$ cat config.mk
export PLATFORM = sky130hd
export DESIGN_NAME = decode3_8_scan_flat
export DESIGN_NICKNAME = d
export VERILOG_FILES = /design/src/rtl/decode3_8_scan_if.sv /design/src/rtl/decode3_8_scan.sv /design/src/flat_wrapper.sv
export SDC_FILE = /design/constraint.sdc
export NUM_CORES = 1
export LEC_CHECK = 0
export ABC_AREA = 1
export CORE_MARGIN = 2
export CORE_UTILIZATION = 56
export CTS_CLUSTER_SIZE = 25
export DETAILED_ROUTE_END_ITERATION = 6
export PLACE_DENSITY = 0.81
export SYNTH_ARGS = -nofsm -noshare
export SYNTH_HDL_FRONTEND = slang
export SYNTH_SLANG_ARGS = --single-unit
$ cat constraint.sdc
create_clock -name clk -period 1.9 [get_ports clk]
set_input_delay 0.475 -clock clk [delete_from_list [all_inputs] [get_ports clk]]
set_output_delay 0.475 -clock clk [all_outputs]
set_load 0.01 [all_outputs]
$ cat src/rtl/decode3_8_scan_if.sv
// ----------------------------------------------------------------------------
// decode3_8_scan_if
// Bundles the control inputs and display outputs of decode3_8_scan.
//   en    : output enable; 0 blanks the display and freezes the scanner
//   load  : strobe that captures code into the index register
//   code  : 3-bit index to display
//   mode  : 0 holds the current index, 1 auto-scans upward
//   clr   : synchronous return to IDLE
//   y     : one-hot decode of cur
//   cur   : current index register (always visible)
//   stat  : 1 while a valid index is displayed
//   hex   : active-low seven-segment digit of cur (segment order g..a)
// The master modport drives the controls; the slave modport is the decoder.
// ----------------------------------------------------------------------------
interface decode3_8_scan_if;
    logic       en;
    logic       load;
    logic [2:0] code;
    logic       mode;
    logic       clr;
    logic [7:0] y;
    logic [2:0] cur;
    logic       stat;
    logic [6:0] hex;

    modport master (
        output en, load, code, mode, clr,
        input  y, cur, stat, hex
    );

    modport slave (
        input  en, load, code, mode, clr,
        output y, cur, stat, hex
    );
endinterface

$ cat src/rtl/decode3_8_scan.sv
// ----------------------------------------------------------------------------
// decode3_8_scan
// 3-to-8 decoder with a held or auto-scanning index and a seven-segment view.
// Parameters:
//   DIV : scan step period in clk cycles (2 .. 2^26)
// Ports:
//   clk : clock, all state changes on the rising edge
//   rst : asynchronous active-high reset (IDLE, cur=0, divider cleared)
//   bus : decode3_8_scan_if.slave carrying en/load/code/mode/clr in and
//         y/cur/stat/hex out
// The display outputs are combinational from the registered state, the
// registered index and the live en, so a load is visible right after its edge.
// ----------------------------------------------------------------------------
module decode3_8_scan #(
    parameter int DIV = 25000000
) (
    input  logic                 clk,
    input  logic                 rst,
    decode3_8_scan_if.slave      bus
);

    localparam int CW = (DIV > 1) ? $clog2(DIV) : 1;
    localparam logic [CW-1:0] LAST = CW'(DIV - 1);

    typedef enum logic [1:0] {
        IDLE = 2'd0,
        HOLD = 2'd1,
        SCAN = 2'd2
    } state_t;

    state_t        r_state;
    logic [2:0]    r_cur;
    logic [CW-1:0] r_divCnt;

    logic          w_active;
    logic [6:0]    w_hex;

    // Control FSM and scan divider. Nothing moves while en is low. Among the
    // enabled actions clr wins, then load, then a mode change, and only an
    // undisturbed SCAN cycle counts toward the next step, so a load landing
    // on the terminal count replaces the index instead of stepping it.
    // Leaving SCAN for HOLD clears the divider so a later resume starts a
    // fresh full period.
    always_ff @(posedge clk or posedge rst) begin
        if (rst) begin
            r_state  <= IDLE;
            r_cur    <= 3'd0;
            r_divCnt <= '0;
        end else if (bus.en) begin
            if (bus.clr) begin
                r_state  <= IDLE;
                r_cur    <= 3'd0;
                r_divCnt <= '0;
            end else if (bus.load) begin
                r_state  <= bus.mode ? SCAN : HOLD;
                r_cur    <= bus.code;
                r_divCnt <= '0;
            end else begin
                case (r_state)
                    HOLD: begin
                        if (bus.mode) begin
                            r_state  <= SCAN;
                            r_divCnt <= '0;
                        end
                    end
                    SCAN: begin
                        if (!bus.mode) begin
                            r_state  <= HOLD;
                            r_divCnt <= '0;
                        end else if (r_divCnt == LAST) begin
                            r_divCnt <= '0;
                            r_cur    <= r_cur + 3'd1;
                        end else begin
                            r_divCnt <= r_divCnt + 1'b1;
                        end
                    end
                    default: begin
                        r_state <= IDLE;
                    end
                endcase
            end
        end
    end

    // Seven-segment lookup for the current index, active-low, g..a.
    always_comb begin
        w_hex = 7'b1111111;
        case (r_cur)
            3'd0: w_hex = 7'b1000000;
            3'd1: w_hex = 7'b1111001;
            3'd2: w_hex = 7'b0100100;
            3'd3: w_hex = 7'b0110000;
            3'd4: w_hex = 7'b0011001;
            3'd5: w_hex = 7'b0010010;
            3'd6: w_hex = 7'b0000010;
            3'd7: w_hex = 7'b1111000;
            default: w_hex = 7'b1111111;
        endcase
    end

    // The display is live only when enabled and a value has been loaded;
    // otherwise everything is blanked, but cur stays visible regardless.
    assign w_active = bus.en && (r_state != IDLE);
    assign bus.stat = w_active;
    assign bus.y    = w_active ? (8'b0000_0001 << r_cur) : 8'b0000_0000;
    assign bus.hex  = w_active ? w_hex : 7'b1111111;
    assign bus.cur  = r_cur;

endmodule
$ cat src/flat_wrapper.sv
// flat-port wrapper written by rule: the top's interface ports become plain ports
module decode3_8_scan_flat 
#(
    parameter int DIV = 25000000
)
  (clk, rst, bus_en, bus_load, bus_code, bus_mode, bus_clr, bus_y, bus_cur, bus_stat, bus_hex);
  decode3_8_scan_if bus_i ();
  input  logic clk;
  input  logic rst;
  input wire logic [$bits(bus_i.en)-1:0] bus_en;
  input wire logic [$bits(bus_i.load)-1:0] bus_load;
  input wire logic [$bits(bus_i.code)-1:0] bus_code;
  input wire logic [$bits(bus_i.mode)-1:0] bus_mode;
  input wire logic [$bits(bus_i.clr)-1:0] bus_clr;
  output wire logic [$bits(bus_i.y)-1:0] bus_y;
  output wire logic [$bits(bus_i.cur)-1:0] bus_cur;
  output wire logic [$bits(bus_i.stat)-1:0] bus_stat;
  output wire logic [$bits(bus_i.hex)-1:0] bus_hex;
  assign bus_i.en = bus_en;
  assign bus_i.load = bus_load;
  assign bus_i.code = bus_code;
  assign bus_i.mode = bus_mode;
  assign bus_i.clr = bus_clr;
  assign bus_y = bus_i.y;
  assign bus_cur = bus_i.cur;
  assign bus_stat = bus_i.stat;
  assign bus_hex = bus_i.hex;
  decode3_8_scan #(.DIV(DIV)) u_core (.clk(clk), .rst(rst), .bus(bus_i));
endmodule
==> results of run 1 <==
[layout by cell type, fill, tap and decap left out, types with 3 or more instances in the layout]
| master | count |
|---|---|
| nand2_1 | 86 |
| ha_4 | 3 |
| inv_2 | 10 |
| buf_2 | 13 |
| buf_4 | 34 |
| ha_1 | 8 |
| dfrtp_1 | 30 |
| o211ai_1 | 3 |
| nor2_1 | 51 |
| clkdlybuf4s50_1 | 6 |
| nand4_1 | 7 |
| dlymetal6s2s_1 | 4 |
| inv_1 | 42 |
| a21oi_1 | 8 |
| nand2_2 | 3 |
| nand3_1 | 26 |
| clkbuf_8 | 5 |
| nor2_4 | 4 |
| o21ai_0 | 6 |
| nor3_1 | 13 |
| nor2_2 | 7 |
[sequential cells by signal, summed over array words and instances, names as in the netlist]
register         flops
u_core.r_divCnt     25
u_core.bus.cur       3
u_core.r_state       2
[what timing repair did]
item / 4_1_cts / 5_1_grt
pin swaps: 1 / 2
gates cloned: 0 / 0
resized for setup: 64 / 23
setup buffers: 2 / 3
endpoints found under the setup margin: 16 / 22
hold buffers: 0 / 0
[metrics by stage]
stage | power, W | instance area, sq um | utilization, % | hold slack, ps | cells
2_1_floorplan | 0.0008811 | 2211 | - | 450.2 | 330
3_3_place_gp | 0.001101 | 2769 | 74.51 | 482.1 | 433
3_5_place_dp | 0.001110 | 2769 | 74.51 | 491.7 | 433
4_1_cts | 0.001586 | 2840 | 76.43 | 510.5 | 442
5_1_grt | 0.001696 | 2893 | 77.85 | 542.4 | 445
6_report | 0.001608 | 2893 | 77.85 | 507.4 | 445
[critical path: cells and delay by family, from the launching register on]
family          cells  cell delay, ps
simple gates        3             290
compound gates      1              60
fa+ha+maj           1             170
buf+inv             4             320
flops               1             360
[routing by layer]
| metal | share of wire (%) | global-route usage, % | routed length (microns) | vias up |
|---|---|---|---|---|
| met5 | 0 | 0 | 0 | - |
| met4 | 0.91 | 5.357 | 51 | 0 |
| met3 | 4.9 | 4.561 | 276 | 7 |
| met2 | 48 | 47.88 | 2708 | 59 |
| met1 | 46 | 38.15 | 2575 | 1063 |
| li1 | - | - | - | 1180 |
[path summary, 6_finish.rpt]
check	end	from
worst max-delay path	bus_hex[4]	u_core.r_state[0]
worst min-delay path	u_core.r_divCnt[4]	u_core.r_divCnt[4]
worst max register to register	u_core.r_divCnt[14]	u_core.r_divCnt[1]
worst min register to register	u_core.r_divCnt[4]	u_core.r_divCnt[4]
max in group asynchronous	u_core.r_divCnt[8]	rst
min in group asynchronous	u_core.r_divCnt[13]	rst
[report_power, final]
group / switching (W) / internal, W / leakage (nW)
Combinational: 0.000243 / 0.000227 / 0.994
Clock: 0.000221 / 0.000251 / 0.0383
Sequential: 0.0000114 / 0.000653 / 0.415
[area by class of cell]
cell class,instances,area [sq um],share of cell area [%]
Multi-Input combinational cell,243,1290,44.59
Sequential cell,30,750.7,25.95
Timing Repair Buffer,65,520.5,17.99
Inverter,52,195.2,6.747
Clock buffer,7,76.32,2.638
Tap cell,48,60.06,2.076
[cells by family after synthesis]
kind of cell | synth area share (%)
compound gates | 6.636
xor+xnor | 0.7942
fa+ha+maj | 6.806
buf+inv | 10.89
flops | 34.03
simple gates | 40.84
==> flow_metrics.py, run 1 <==
metrics = {
    "status": {
        "status": "finished, violations left",
        "violations": "setup timing",
    },
    "clocking": {
        "cts_root_buf": "clkbuf_8",
        "cts_buffer_depth": 2,
        "htree_num_levels": 2,
        "clock_latency_ps": 280,
        "cts_buffers": 5,
        "cts_tree": "yes",
        "cts.sinks": 30,
        "clkSlewWorstSetupHoldPaths_ps": 50,
    },
    "synthesis": {
        "synthesis.area_sq_mm": 0.002206,
        "synth-seq-cells": 30,
        "synth.area.top_cells": "dfrtp_1, nand2_1, nor2_1, inv_1, ha_1",
        "yosysMostFrequentCell": "nand2_1",
        "synth-edff-count": 0,
        "async_flop_share_pct": 100.0,
        "synth_seq_area_share_pct": 34.03,
        "synth_top_area_share_pct": 34.03,
        "yosysUniqueCellTypes": 30,
        "yosys.area.top_type": "dfrtp_1",
        "synthFlopType": "dfrtp_1",
        "syn_inst": 330,
        "syn_nets": 351,
        "avgSynthCellArea_sq_um": 6.684,
        "yosys_warnings": 0,
        "synth_common_cells": "nand2_1, nor2_1, inv_1",
    },
    "floorplanning": {
        "start_util_pct": 59.36,
        "die_w_microns": 66.76,
        "core_sq_mm": 0.003716,
        "die_y_microns": 66.76,
        "die-area_sq_mm": 0.004457,
        "rows": 22,
        "ios": 28,
    },
    "global_routing": {
        "grt_max_degree": 31,
        "grt_antenna_before_repair": 0,
        "grtUsageTotal_pct": 28.20,
        "grt_pass1_vias": 2176,
        "grt_pass1_wl_microns": 9494,
        "grt-ovfl-total": 0,
    },
    "sta": {
        "setup_tns_ps": -40.64,
        "fmax_mhz": 515.3,
        "fin_crit_sh_pct": 102.1,
        "slew_headroom_pct": 74.02,
        "hold_viol": 0,
        "worst_slew_pin_slew_ps": 389.7,
        "setup_viol": 1,
        "rsz0062_at_grt": "true",
        "post-route-min-period_ps": 1941,
        "slew_viol_final": 0,
        "finClkSkew_ps": 8.267,
        "timing.final.ws_setup_ps": -40.64,
    },
    "hold_path": {
        "hold_class": "reg -> reg",
        "hold_path_depth": 1,
    },
    "setup_path": {
        "crit_path_max_fanout": 3,
        "arrival_ps": 1470,
        "reg2reg_depth": 11,
        "path_cells": "inv_2, ha_4, nor2_4, inv_2, nor2_2, inv_1, nor2_1, a31oi_1, buf_2",
        "endpoint_kind": "output pin",
        "start_kind": "register",
        "cp_slowest_stage_delay_ps": 360,
        "rrSetupSlack_ps": 160,
        "cpMaxStageDelayCell": "dfrtp_1",
        "cp.required_ps": 1420,
        "worst-setup-path-type": "reg -> out",
        "crit_top_cell": "inv_2",
    },
    "drt": {
        "drt_iter0_drc": 130,
        "ant_nets": 0,
        "dr.pass1.iters": 4,
        "wl_microns": 5611,
        "vias": 2309,
        "vias_per_cell": 5.189,
        "drc_errors": 0,
        "wl_per_cell_microns": 12.61,
    },
    "final_layout": {
        "nNetsFinal": 418,
        "fillers": 307,
        "area_growth_pct": 31.14,
        "drive_gt1_share_pct": 22.92,
        "n_antenna_cell": 0,
    },
    "place": {
        "preCtsSetupSlack_ps": -600.7,
        "place_congestion": 0.9255,
        "numPortBuffers": 27,
        "hpwl_microns": 4230,
    },
    "power_and_ir_drop": {
        "irDropWorstVdd_mv": 0.5319,
        "leakagePower_nw": 1.448,
        "powerDensity_mw_per_mm2": 556.0,
    },
    "job": {
        "max-cap-violations": 0,
    },
}
No activity file was read; power rests on OpenSTA's default activity.
==> run 2: changes to the inputs <==
Settings changed: CORE_UTILIZATION 56 to 55, PLACE_DENSITY 0.81 to 0.79, SLEW_MARGIN from default to 20.
==> run 2 against run 1 <==
The flow still finishes with violations (setup timing). Non-clock buffer count rose by 6. Global-route usage fell by 1.4 points. First-iteration DRC count up 35%.
==> flow_metrics.py, run 2 (synthesis results as in run 1) <==
metrics = {
    "clocking": {
        "cts_buffers": 5,
        "cts_buffer_depth": 2,
        "cts_tree": "yes",
        "cts.sinks": 30,
        "clock_latency_ps": 280,
        "htree_num_levels": 2,
        "cts_root_buf": "clkbuf_8",
        "clkSlewWorstSetupHoldPaths_ps": 70,
    },
    "setup_path": {
        "endpoint_kind": "output pin",
        "start_kind": "register",
        "reg2reg_depth": 9,
        "worst-setup-path-type": "reg -> out",
        "cp.required_ps": 1420,
        "cpMaxStageDelayCell": "dfrtp_1",
        "cp_num_buf_inv": 4,
        "arrival_ps": 1480,
        "cp_top_family": "flip-flops",
        "path_cells": "inv_2, ha_4, nor2_4, inv_4, nor2_4, inv_2, nor2_2, a31oi_1, buf_2",
        "reg2reg_from": "u_core.r_state[1]",
        "r2r_end": "u_core.r_divCnt[6]",
        "rrSetupSlack_ps": 40,
        "crit_path_max_fanout": 4,
        "cp_num_cells": 9,
        "cp_slowest_stage_delay_ps": 370,
    },
    "status": {
        "status": "finished, violations left",
        "violations": "setup timing",
    },
    "drt": {
        "vias_per_cell": 5.143,
        "wl_per_cell_microns": 12.62,
        "dr.pass1.iters": 4,
        "ant_nets": 0,
        "vias": 2335,
        "drc_errors": 0,
        "wl_microns": 5729,
        "drt_iter0_drc": 175,
    },
    "sta": {
        "timing.final.ws_setup_ps": -57.42,
        "fin_hold_ws_ps": 500.1,
        "finClkSkew_ps": 8.557,
        "fin_crit_sh_pct": 103.0,
        "setup_viol": 4,
        "worst_slew_pin_slew_ps": 395.0,
        "rsz0062_at_grt": "true",
        "slew_viol_final": 0,
        "post-route-min-period_ps": 1957,
        "slew_headroom_pct": 73.67,
        "fmax_mhz": 510.9,
        "setup_tns_ps": -115.9,
        "hold_viol": 0,
    },
    "power_and_ir_drop": {
        "seq_power_share_pct": 40.8,
        "powerDensity_mw_per_mm2": 553.4,
        "sw_frac_of_total_pct": 30.35,
        "p_int_w": 0.001143,
        "power_frac_clock_pct": 29.3,
        "irDropWorstVdd_mv": 0.4791,
        "leakagePower_nw": 1.454,
        "comb_power_share_pct": 29.9,
        "power_switching_w": 0.0004982,
    },
    "global_routing": {
        "grt_pass1_vias": 2116,
        "grt_pass1_wl_microns": 9080,
        "grtUsageTotal_pct": 26.84,
        "grt_max_degree": 31,
        "grt-ovfl-total": 0,
        "grt_antenna_before_repair": 0,
    },
    "floorplanning": {
        "die-area_sq_mm": 0.004533,
        "die_w_microns": 67.33,
        "die_y_microns": 67.33,
        "ios": 28,
        "start_util_pct": 55.95,
        "core_sq_mm": 0.003943,
        "rows": 23,
    },
    "hold_path": {
        "hold_path.startpoint": "u_core.r_divCnt[4]",
        "hold_path_depth": 1,
        "hold_class": "reg -> reg",
        "hold_end": "u_core.r_divCnt[4]",
    },
    "final_layout": {
        "fillers": 312,
        "nNetsFinal": 425,
        "register_area_sq_um": 752.0,
        "regMostFlops": "u_core.r_divCnt",
        "n_antenna_cell": 0,
        "largest_reg_flops": 25,
        "drive_gt1_share_pct": 25.50,
        "final_util_pct": 75.25,
        "final_common_cell": "nand2_1",
        "final_cell_mix": "nand2_1, nor2_1, inv_1, buf_4, dfrtp_1",
        "multiInputGateArea_sq_mm": 0.001311,
        "area_growth_pct": 34.49,
    },
    "place": {
        "place_congestion": 0.8769,
        "hpwl_microns": 4084,
        "numPortBuffers": 27,
        "preCtsSetupSlack_ps": -646.5,
    },
    "job": {
        "max-cap-violations": 0,
    },
}
-- run 2: power groups by stage --
stage | registers, W | clock network [W] | logic, W
global route | 0.000670 | 0.000526 | 0.000536
finish | 0.000669 | 0.000481 | 0.000491
global placement | 0.000676 | 0 | 0.000432
detailed placement | 0.000677 | 0 | 0.000440
floorplan | 0.000683 | 0 | 0.000198
CTS | 0.000667 | 0.000490 | 0.000453
-- run 2: stage by stage --
step | instance area [sq um] | instances | power (W)
after floorplan | 2211 | 330 | 0.0008811
after CTS | 2873 | 448 | 0.001610
after global routing | 2967 | 454 | 0.001732
final | 2967 | 454 | 0.001642
after detailed placement | 2794 | 438 | 0.001117
after global placement | 2794 | 438 | 0.001108
-- run 2: repair_timing --
item | CTS | global route
buffers inserted | 3 | 5
resized for setup | 66 | 32
pin swaps | 5 | 6
hold buffers | 0 | 0
setup endpoints to repair | 16 | 38
cloned | 0 | 1
-- run 2: how the worst max path moves through the flow --
stage,slack [ps],from,end
global placement,-560,bus_en,bus_hex[4]
detailed placement,-650,bus_en,bus_hex[4]
CTS,-80,u_core.r_state[0],bus_hex[4]
floorplan,5,u_core.r_state[0],bus_hex[4]
finish,-60,u_core.r_state[1],bus_hex[4]
global route,-110,u_core.r_state[0],bus_hex[4]
-- run 2: worst reg2reg max path: cells and delay by family, from the launching register on --
| family | cells | cell delay (ps) |
|---|---|---|
| simple gates | 3 | 540 |
| buf+inv | 4 | 520 |
| flops | 1 | 370 |
| fa+ha+maj | 1 | 170 |
| compound gates | 1 | 120 |
-- run 2: area by class of cell --
class                      count  share of cell area [%]
tap                           50                   2.109
inverter                      52                   7.001
timing repair buffer          71                   18.77
multi-input combinational    244                   44.20
clock buffer                   7                   2.573
sequential                    30                   25.35
-- run 2: metal layers --
metal	vias up	wire (microns)	global-route usage (%)	part of all wire, %
li1	1195	-	-	-
met1	1074	2619	34.85	46
met2	56	2758	42.70	48
met3	10	249	6.833	4.3
met4	0	102	10.97	1.8
met5	-	0	0	0
==> run 3: changes to the inputs <==
Settings changed: CORE_UTILIZATION 55 to 30, PLACE_DENSITY 0.79 to default.
==> run 3 against run 2 <==
The flow still finishes with violations (setup timing). Non-clock buffer count down 1. Register-to-register slack better by 130 ps. Sequential power fell by 0.7%. Clock skew decreased by 2.7 ps. Hold slack lost 19 ps. Clock power about the same. Sequential cell count unchanged. Sequential share of layout area decreased by 0.63 points. Largest cell class unchanged.
==> flow_metrics.py, run 3 (synthesis results as in run 1) <==
metrics = {
    "status": {
        "status": "finished, violations left",
        "violations": "setup timing",
    },
    "final_layout": {
        "finalNonFillerCells": 501,
        "drive_gt1_share_pct": 24.38,
        "regMostFlops": "u_core.r_divCnt",
        "fillers": 747,
        "area_growth_pct": 37.66,
        "n_antenna_cell": 0,
        "final_cell_mix": "nand2_1, nor2_1, inv_1",
        "final_util_pct": 42.32,
        "largest_reg_flops": 25,
        "final_common_cell": "nand2_1",
        "post-route-cell-area_sq_mm": 0.003037,
        "nNetsFinal": 423,
    },
    "global_routing": {
        "grt_antenna_before_repair": 0,
        "grtUsageTotal_pct": 14.55,
        "grt_pass1_wl_microns": 9784,
        "grt_max_degree": 31,
        "grt_pass1_vias": 2220,
        "grt-ovfl-total": 0,
    },
    "floorplanning": {
        "core_sq_mm": 0.007176,
        "die-area_sq_mm": 0.008055,
        "start_util_pct": 30.74,
        "ios": 28,
        "die_w_microns": 89.75,
        "die_y_microns": 89.75,
        "rows": 31,
    },
    "place": {
        "numPortBuffers": 27,
        "placed_area_sq_mm": 0.002870,
        "place_congestion": 0.8570,
        "preCtsSetupSlack_ps": -630.1,
        "dp_cells": 489,
        "hpwl_microns": 4139,
    },
    "power_and_ir_drop": {
        "powerDensity_mw_per_mm2": 542.6,
        "comb_power_share_pct": 30.6,
        "leakagePower_nw": 1.460,
        "p_int_w": 0.001153,
        "seq_power_share_pct": 40.3,
        "irDropWorstVdd_mv": 0.2092,
        "power_frac_clock_pct": 29.1,
        "sw_frac_of_total_pct": 30.02,
        "power_switching_w": 0.0004946,
    },
    "sta": {
        "slew_viol_final": 0,
        "timing.final.ws_setup_ps": -39.49,
        "worst_slew_pin_slew_ps": 393.7,
        "fin_crit_sh_pct": 102.1,
        "fmax_mhz": 515.6,
        "setup_tns_ps": -39.49,
        "rsz0062_at_grt": "true",
        "finClkSkew_ps": 5.820,
        "post-route-min-period_ps": 1939,
        "slew_headroom_pct": 73.75,
        "setup_viol": 1,
        "hold_viol": 0,
    },
    "hold_path": {
        "hold_path_depth": 1,
        "hold_path.startpoint": "u_core.r_divCnt[4]",
        "hold_class": "reg -> reg",
    },
    "setup_path": {
        "crit_path_max_fanout": 4,
        "rrSetupSlack_ps": 170,
        "start_kind": "register",
        "reg2reg_from": "u_core.r_state[1]",
        "reg2reg_depth": 9,
        "worst-setup-path-type": "reg -> out",
        "endpoint_kind": "output pin",
        "arrival_ps": 1460,
        "critPathLaunch": "u_core.r_state[0]",
        "cp.required_ps": 1420,
    },
    "job": {
        "max-cap-violations": 0,
    },
    "drt": {
        "drt_iter0_drc": 153,
        "vias_per_cell": 4.531,
        "drc_errors": 0,
        "wl_microns": 5545,
        "vias": 2270,
        "ant_nets": 0,
        "dr.pass1.iters": 4,
        "wl_per_cell_microns": 11.07,
    },
    "clocking": {
        "cts_root_buf": "clkbuf_8",
        "cts_buffers": 5,
        "cts_tree": "yes",
        "clock_latency_ps": 290,
        "cts_buffer_depth": 2,
        "clkSlewWorstSetupHoldPaths_ps": 60,
        "htree_num_levels": 2,
        "cts.sinks": 30,
    },
}
run 3: cell types whose count changed in the layout (fill, tap and decap cells not counted), sizes merged:
cell / change
clkdlybuf4s50: -1
buf: -1
dlygate4sd2: +1
clkbuf: -1
nand3: -1
clkdlybuf4s15: +1
run 3: final cells by class:
| cell class | instances | area (sq um) | area share, % |
|---|---|---|---|
| inverter | 52 | 197.7 | 6.510 |
| sequential | 30 | 750.7 | 24.72 |
| clock buffer | 7 | 76.32 | 2.513 |
| tap | 99 | 123.9 | 4.079 |
| timing repair buffer | 70 | 570.5 | 18.79 |
| multi-input combinational | 243 | 1318 | 43.39 |
run 3: power groups by stage:
stage	Clock (W)	Sequential [W]	Combinational, W
final	0.000480	0.000664	0.000504
after global routing	0.000529	0.000665	0.000559
after CTS	0.000498	0.000664	0.000471
after detailed placement	0	0.000675	0.000449
after global placement	0	0.000675	0.000445
after floorplan	0	0.000683	0.000198
run 3: metrics by stage:
step | total power (W) | hold WS (ps)
2_1_floorplan | 0.0008811 | 450.2
3_3_place_gp | 0.001120 | 469.6
3_5_place_dp | 0.001123 | 474.9
4_1_cts | 0.001632 | 483.1
5_1_grt | 0.001753 | 525.6
6_report | 0.001648 | 480.6
run 3: worst paths after layout:
check,end
hold / removal,u_core.r_divCnt[4]
max in group asynchronous,u_core.r_divCnt[18]
min in group asynchronous,u_core.r_divCnt[14]
setup / recovery,bus_hex[4]
hold reg to reg,u_core.r_divCnt[4]
setup reg to reg,u_core.r_divCnt[5]
run 3: critical path, cell delays in order, from the launching register on:
cell and delay, ps:
dfrtp_1 380, inv_2 80, ha_4 140, nor2_4 40, inv_2 70, nor2_1 40, inv_1 60, nor2_2 40
a31oi_1 160, buf_2 160
run 3: repair_timing:
action / CTS / global route
setup endpoints to repair: 16 / 22
gates resized for setup: 74 / 23
pin swaps: 2 / 5
hold endpoints to repair: 0 / 0
setup buffers: 2 / 3
hold buffers: 0 / 0
run 3: layer usage:
metal | GRT usage [%] | wire length (microns) | part of all wire, %
met1 | 18.08 | 2595 | 47
met2 | 24.49 | 2623 | 47
met3 | 3.353 | 247 | 4.5
met4 | 5.769 | 78 | 1.4
met5 | 0 | 0 | 0
==> patch 1: new RTL, config.mk and constraints of run 1 <==
`DIV` is set to 25000000 in 2 places; all go to 100000000.
--- a/src/rtl/decode3_8_scan.sv
+++ b/src/rtl/decode3_8_scan.sv
@@ -12,7 +12,7 @@
 // registered index and the live en, so a load is visible right after its edge.
 // ----------------------------------------------------------------------------
 module decode3_8_scan #(
-    parameter int DIV = 25000000
+    parameter int DIV = 100000000
 ) (
     input  logic                 clk,
     input  logic                 rst,
--- a/src/flat_wrapper.sv
+++ b/src/flat_wrapper.sv
@@ -1,7 +1,7 @@
 // flat-port wrapper written by rule: the top's interface ports become plain ports
 module decode3_8_scan_flat 
 #(
-    parameter int DIV = 25000000
+    parameter int DIV = 100000000
 )
   (clk, rst, bus_en, bus_load, bus_code, bus_mode, bus_clr, bus_y, bus_cur, bus_stat, bus_hex);
   decode3_8_scan_if bus_i ();
Behaviour: no difference found for any inputs over 10 cycles, from zero or initial values and one cycle with rst high; that may be too few to reach the edited logic, so the function may still have changed.
==> patch 1 against run 1 <==
The flow still finishes with violations (setup timing). Sequential share of layout area fell by 0.75 points. Setup slack got worse by 0.015 ns. Cell count rose by 5.8%. Area after synthesis rose by 8.7%. Clock skew fell by 0.0036 ns. Sequential cell count rose by 2. Power rose by 6.8%. Cell area rose by 9.9%. Wire length rose by 11%. Critical path depth did not move. Via count rose by 6.1%. Critical path type unchanged.
==> patch 1: results (changes against run 1) <==
run status=complete, but fails checks (unchanged); failing checks=setup timing (unchanged); post-synthesis cell type count=28 (was 30); reg-to-reg startpoint=u_core.r_state[1] (was u_core.r_divCnt[1]); RePlAce Congestion=0.8952 (was 0.9255); # setup viols final=1 (unchanged); register area share after synthesis=0.3340 (was 0.3403); Clock Power Share=0.266 (was 0.294); Reg clk slew, reported paths=0.06 ns; Syn Nets=370 (was 351); Vias/cell=5.202 (was 5.189); VDD IR max=0.0005901 V (was 0.0005319 V); Worst Skew=0.004639 ns (was 0.008267 ns); Largest Register=u_core.r_divCnt (unchanged); port buffer count=27 (unchanged); Commonest cells post-synth=nand2_1, nor2_1, inv_1, dfrtp_1, nand3_1 (unchanged); max reg flops=27 (was 25); vias in the first global route=2,273 (was 2,176); DP Wirelength=4469 um (was 4230 um); placed cell area=2977 um2 (was 2769 um2); Gate power share=0.322 (was 0.293); syn_area_per_cell=6.869 um2 (was 6.684 um2); DRT Wirelength=6222 um (was 5611 um); sw frac=0.3035 (was 0.2962); setup TNS=-0.05518 ns (was -0.04064 ns); fin worst setup slack=-0.05518 ns (was -0.04064 ns); CP max stage delay=0.38 ns (was 0.36 ns); pin count of the biggest net entering global routing=33 (was 31); layout cells sized above 1=0.2637 (was 0.2292); DR iter-0 viols=227 (was 130); drt wl/cell=13.21 um (was 12.61 um); Synth area leaders=dfrtp_1, nand2_1, nor2_1 (unchanged); combinational power=0.000553 W (was 0.000471 W); diodes inserted=0 (unchanged); Place WS=-0.5505 ns (was -0.6007 ns)
-- patch 1: cell count changes after synthesis, moves of 3 or more --
| cell | run 1 | this run |
|---|---|---|
| nand2_4 | 0 | 3 |
| nor3_1 | 14 | 3 |
| xor2_1 | 0 | 7 |
| nand2_2 | 2 | 6 |
| a21oi_1 | 8 | 3 |
| nor2_1 | 56 | 73 |
| nand3_1 | 26 | 29 |
-- patch 1: final timing paths --
| path | endpoint | slack (ns) | cells after the start |
|---|---|---|---|
| max | bus_hex[4] | -0.06 | 9 |
| min | u_core.r_divCnt[0] | 0.53 | 1 |
| max reg2reg | u_core.r_divCnt[20] | 0.04 | 11 |
| min reg2reg | u_core.r_divCnt[0] | 0.53 | 1 |
| max in group asynchronous | u_core.bus.cur[1] | 1.02 | 3 |
| min in group asynchronous | u_core.r_divCnt[23] | 0.58 | 3 |
-- patch 1: layer usage --
| metal | global-route usage | wire [um] |
|---|---|---|
| met5 | 0 | 0 |
| met2 | 0.4167 | 3035 |
| met3 | 0.05959 | 423 |
| met1 | 0.3473 | 2630 |
| met4 | 0.09150 | 133 |
-- patch 1: kinds of logic after synthesis --
group           after synthesis  share of synthesized area
buf+inv                      56                    0.09864
xor+xnor                      7                    0.02557
flops                        32                     0.3340
simple gates                221                     0.4254
fa+ha+maj                    12                    0.06263
compound gates               21                    0.05375
-- patch 1: final cells by class --
class                   count  area [um2]  area share
multi-input cells         262        1466      0.4614
flip-flops and latches     32       800.8      0.2520
repair buffers             70       584.3      0.1839
inverters                  52       195.2     0.06142
clock buffers               5       68.82     0.02165
well taps                  50       62.56     0.01969
-- patch 1: what timing repair did --
action | 4_1_cts | 5_1_grt
cloned | 0 | 1
endpoints found under the hold margin | 0 | 0
setup endpoints to repair | 16 | 17
resized for setup | 76 | 20
pin swaps | 1 | 2
buffers inserted | 1 | 6
==> patch 2: new RTL, settings of run 1 <==
Without the edit above. The 3 states of `state_t` get a one-hot encoding in 3 bits.
--- a/src/rtl/decode3_8_scan.sv
+++ b/src/rtl/decode3_8_scan.sv
@@ -22,10 +22,10 @@
     localparam int CW = (DIV > 1) ? $clog2(DIV) : 1;
     localparam logic [CW-1:0] LAST = CW'(DIV - 1);
 
-    typedef enum logic [1:0] {
-        IDLE = 2'd0,
-        HOLD = 2'd1,
-        SCAN = 2'd2
+    typedef enum logic [2:0] {
+        IDLE = 3'b001,
+        HOLD = 3'b010,
+        SCAN = 3'b100
     } state_t;
 
     state_t        r_state;
Function: no difference found for any inputs over 10 cycles, from zero or initial values and one cycle with rst high; not proved beyond that.
==> patch 2 against run 1 <==
Cell area grew 6.6%. Area after synthesis rose by 5.7%. Setup slack got worse by 0.010 ns. The run still ends with setup timing left. Wire length increased by 6.5%. Synthesized cell count decreased by 0.61%. Power rose by 15%. Largest power group unchanged. Sequential cell count up 1. Cell count stayed put.
==> patch 2: results (changes against run 1) <==
Worst Skew=0.003940 ns (was 0.008267 ns); fin worst setup slack=-0.05104 ns (was -0.04064 ns); CTS Buf Count=5 (unchanged); first-pass GRT wire length=9639 um (was 9494 um); Warnings, synthesis=0 (unchanged); layout cells sized above 1=0.3291 (was 0.2292); crit path DAT=1.48 ns; CTS HTree Levels=2 (unchanged); share of flip-flops with an asynchronous set or reset=1.000 (unchanged); Reg clk slew, reported paths=approximately 0.060 ns; Largest Register=u_core.r_divCnt (unchanged); Most used DFF post-synth=dfrtp_1 (unchanged); Place WS=-0.6055 ns (was -0.6007 ns); failing checks=setup timing (unchanged); # setup viols final=5 (was 1); max reg flops=25 (unchanged); nets=411 (was 418); diodes inserted=0 (unchanged); slowest CP cell=dfstp_2 (was dfrtp_1); Syn Nets=345 (was 351); DR vias=2,357 (was 2,309); run status=complete, but fails checks (unchanged); drc violations=0 (unchanged); port buffer count=27 (unchanged); CTS root buffer=clkbuf_8 (unchanged); DRT Wirelength=5973 um (was 5611 um); worst slew pin tran=0.3946 ns (was 0.3897 ns); Synth area leaders=dfrtp_1, nand2_1, nor2_1 (unchanged); clock insertion delay at the later pin of the skew report=0.28 ns (about the same); CP Max Fanout=6 (was 3); RePlAce Congestion=0.9244 (was 0.9255); DP Wirelength=4180 um (was 4230 um); Hold Path Class=flop to flop (unchanged); register area share after synthesis=0.3332 (was 0.3403); pin count of the biggest net entering global routing=32 (was 31); CP max stage delay=0.54 ns (was 0.36 ns); first drt pass iteration count=4 (unchanged); DR iter-0 viols=162 (was 130); initial antenna violation count=0 (unchanged); CTS Buffer Depth=2 (unchanged); Leak=1.446 nW (was 1.448 nW); Commonest cells post-synth=nand2_1, nor2_1, inv_1, dfrtp_1, nand3_1 (unchanged); antenna-violating nets left=0 (unchanged); GRT Util Overall=0.2786 (was 0.2820); VDD IR max=0.0005725 V (was 0.0005319 V); post-synthesis cell type count=30 (unchanged); vias in the first global route=2,246 (was 2,176)
[patch 2: worst max-delay path, delay by kind of cell, from the launching register on]
family	cells	cell delay, ns
flops	1	0.54
simple gates	4	0.29
buf+inv	2	0.25
compound gates	1	0.12
[patch 2: metal layers]
| layer | routed length (um) | track usage | share of wire | vias up |
|---|---|---|---|---|
| li1 | - | - | - | 1165 |
| met1 | 2518 | 0.3351 | 0.42 | 1123 |
| met2 | 3006 | 0.4868 | 0.50 | 62 |
| met3 | 369 | 0.06169 | 0.062 | 7 |
| met4 | 78 | 0.1000 | 0.013 | 0 |
| met5 | 0 | 0 | 0 | - |
[patch 2: timing repair]
action                                  CTS  global route
setup buffers                             6             1
pin swaps                                 5             7
resized for setup                        82            23
endpoints found under the setup margin   16            28
gates cloned                              0             0
[patch 2: where the power goes]
group / internal, W / switching [W]
Clock: 0.000330 / 0.000235
Sequential: 0.000678 / 0.0000167
Combinational: 0.000265 / 0.000317
[patch 2: metrics by stage]
| step | hold slack [ns] | area, um2 | std cells | utilization | setup TNS [ns] |
|---|---|---|---|---|---|
| 6_report | 0.5313 | 3083 | 445 | 0.7707 | -0.1101 |
| 5_1_grt | 0.5652 | 3083 | 445 | 0.7707 | -0.6579 |
| 4_1_cts | 0.5260 | 3005 | 444 | 0.7513 | -0.1230 |
| 3_5_place_dp | 0.5151 | 2865 | 431 | 0.7163 | -10.67 |
| 3_3_place_gp | 0.5063 | 2865 | 431 | 0.7163 | -8.353 |
| 2_1_floorplan | 0.4877 | 2332 | 328 | - | 0 |
[patch 2: final timing paths]
check,start,end,slack (ns),cells after the start
setup / recovery,u_core.r_state[0],bus_hex[5],-0.05,7
hold / removal,u_core.r_divCnt[1],u_core.r_divCnt[1],0.53,2
setup reg to reg,u_core.r_divCnt[0],u_core.r_divCnt[19],0.21,10
max in group asynchronous,rst,u_core.r_state[0],0.96,3
min in group asynchronous,rst,u_core.r_divCnt[22],0.61,3
hold reg to reg,u_core.r_divCnt[1],u_core.r_divCnt[1],0.53,2
[patch 2: cells by family after synthesis]
group	share of synthesized area
adders and majority gates	0.04292
buffers and inverters	0.1041
DFF	0.3332
AOI/OAI and AO/OA	0.05258
and+or+nand+nor	0.4372
xor gates and xnor gates	0.03004
[patch 2: final cells by class]
class / instances / area [um2]
multi-input cells: 244 / 1433
fillers: 294 / 917.1
flip-flops and latches: 31 / 777.0
repair buffers: 64 / 518.0
inverters: 48 / 192.7
clock buffers: 8 / 100.1
well taps: 50 / 62.56
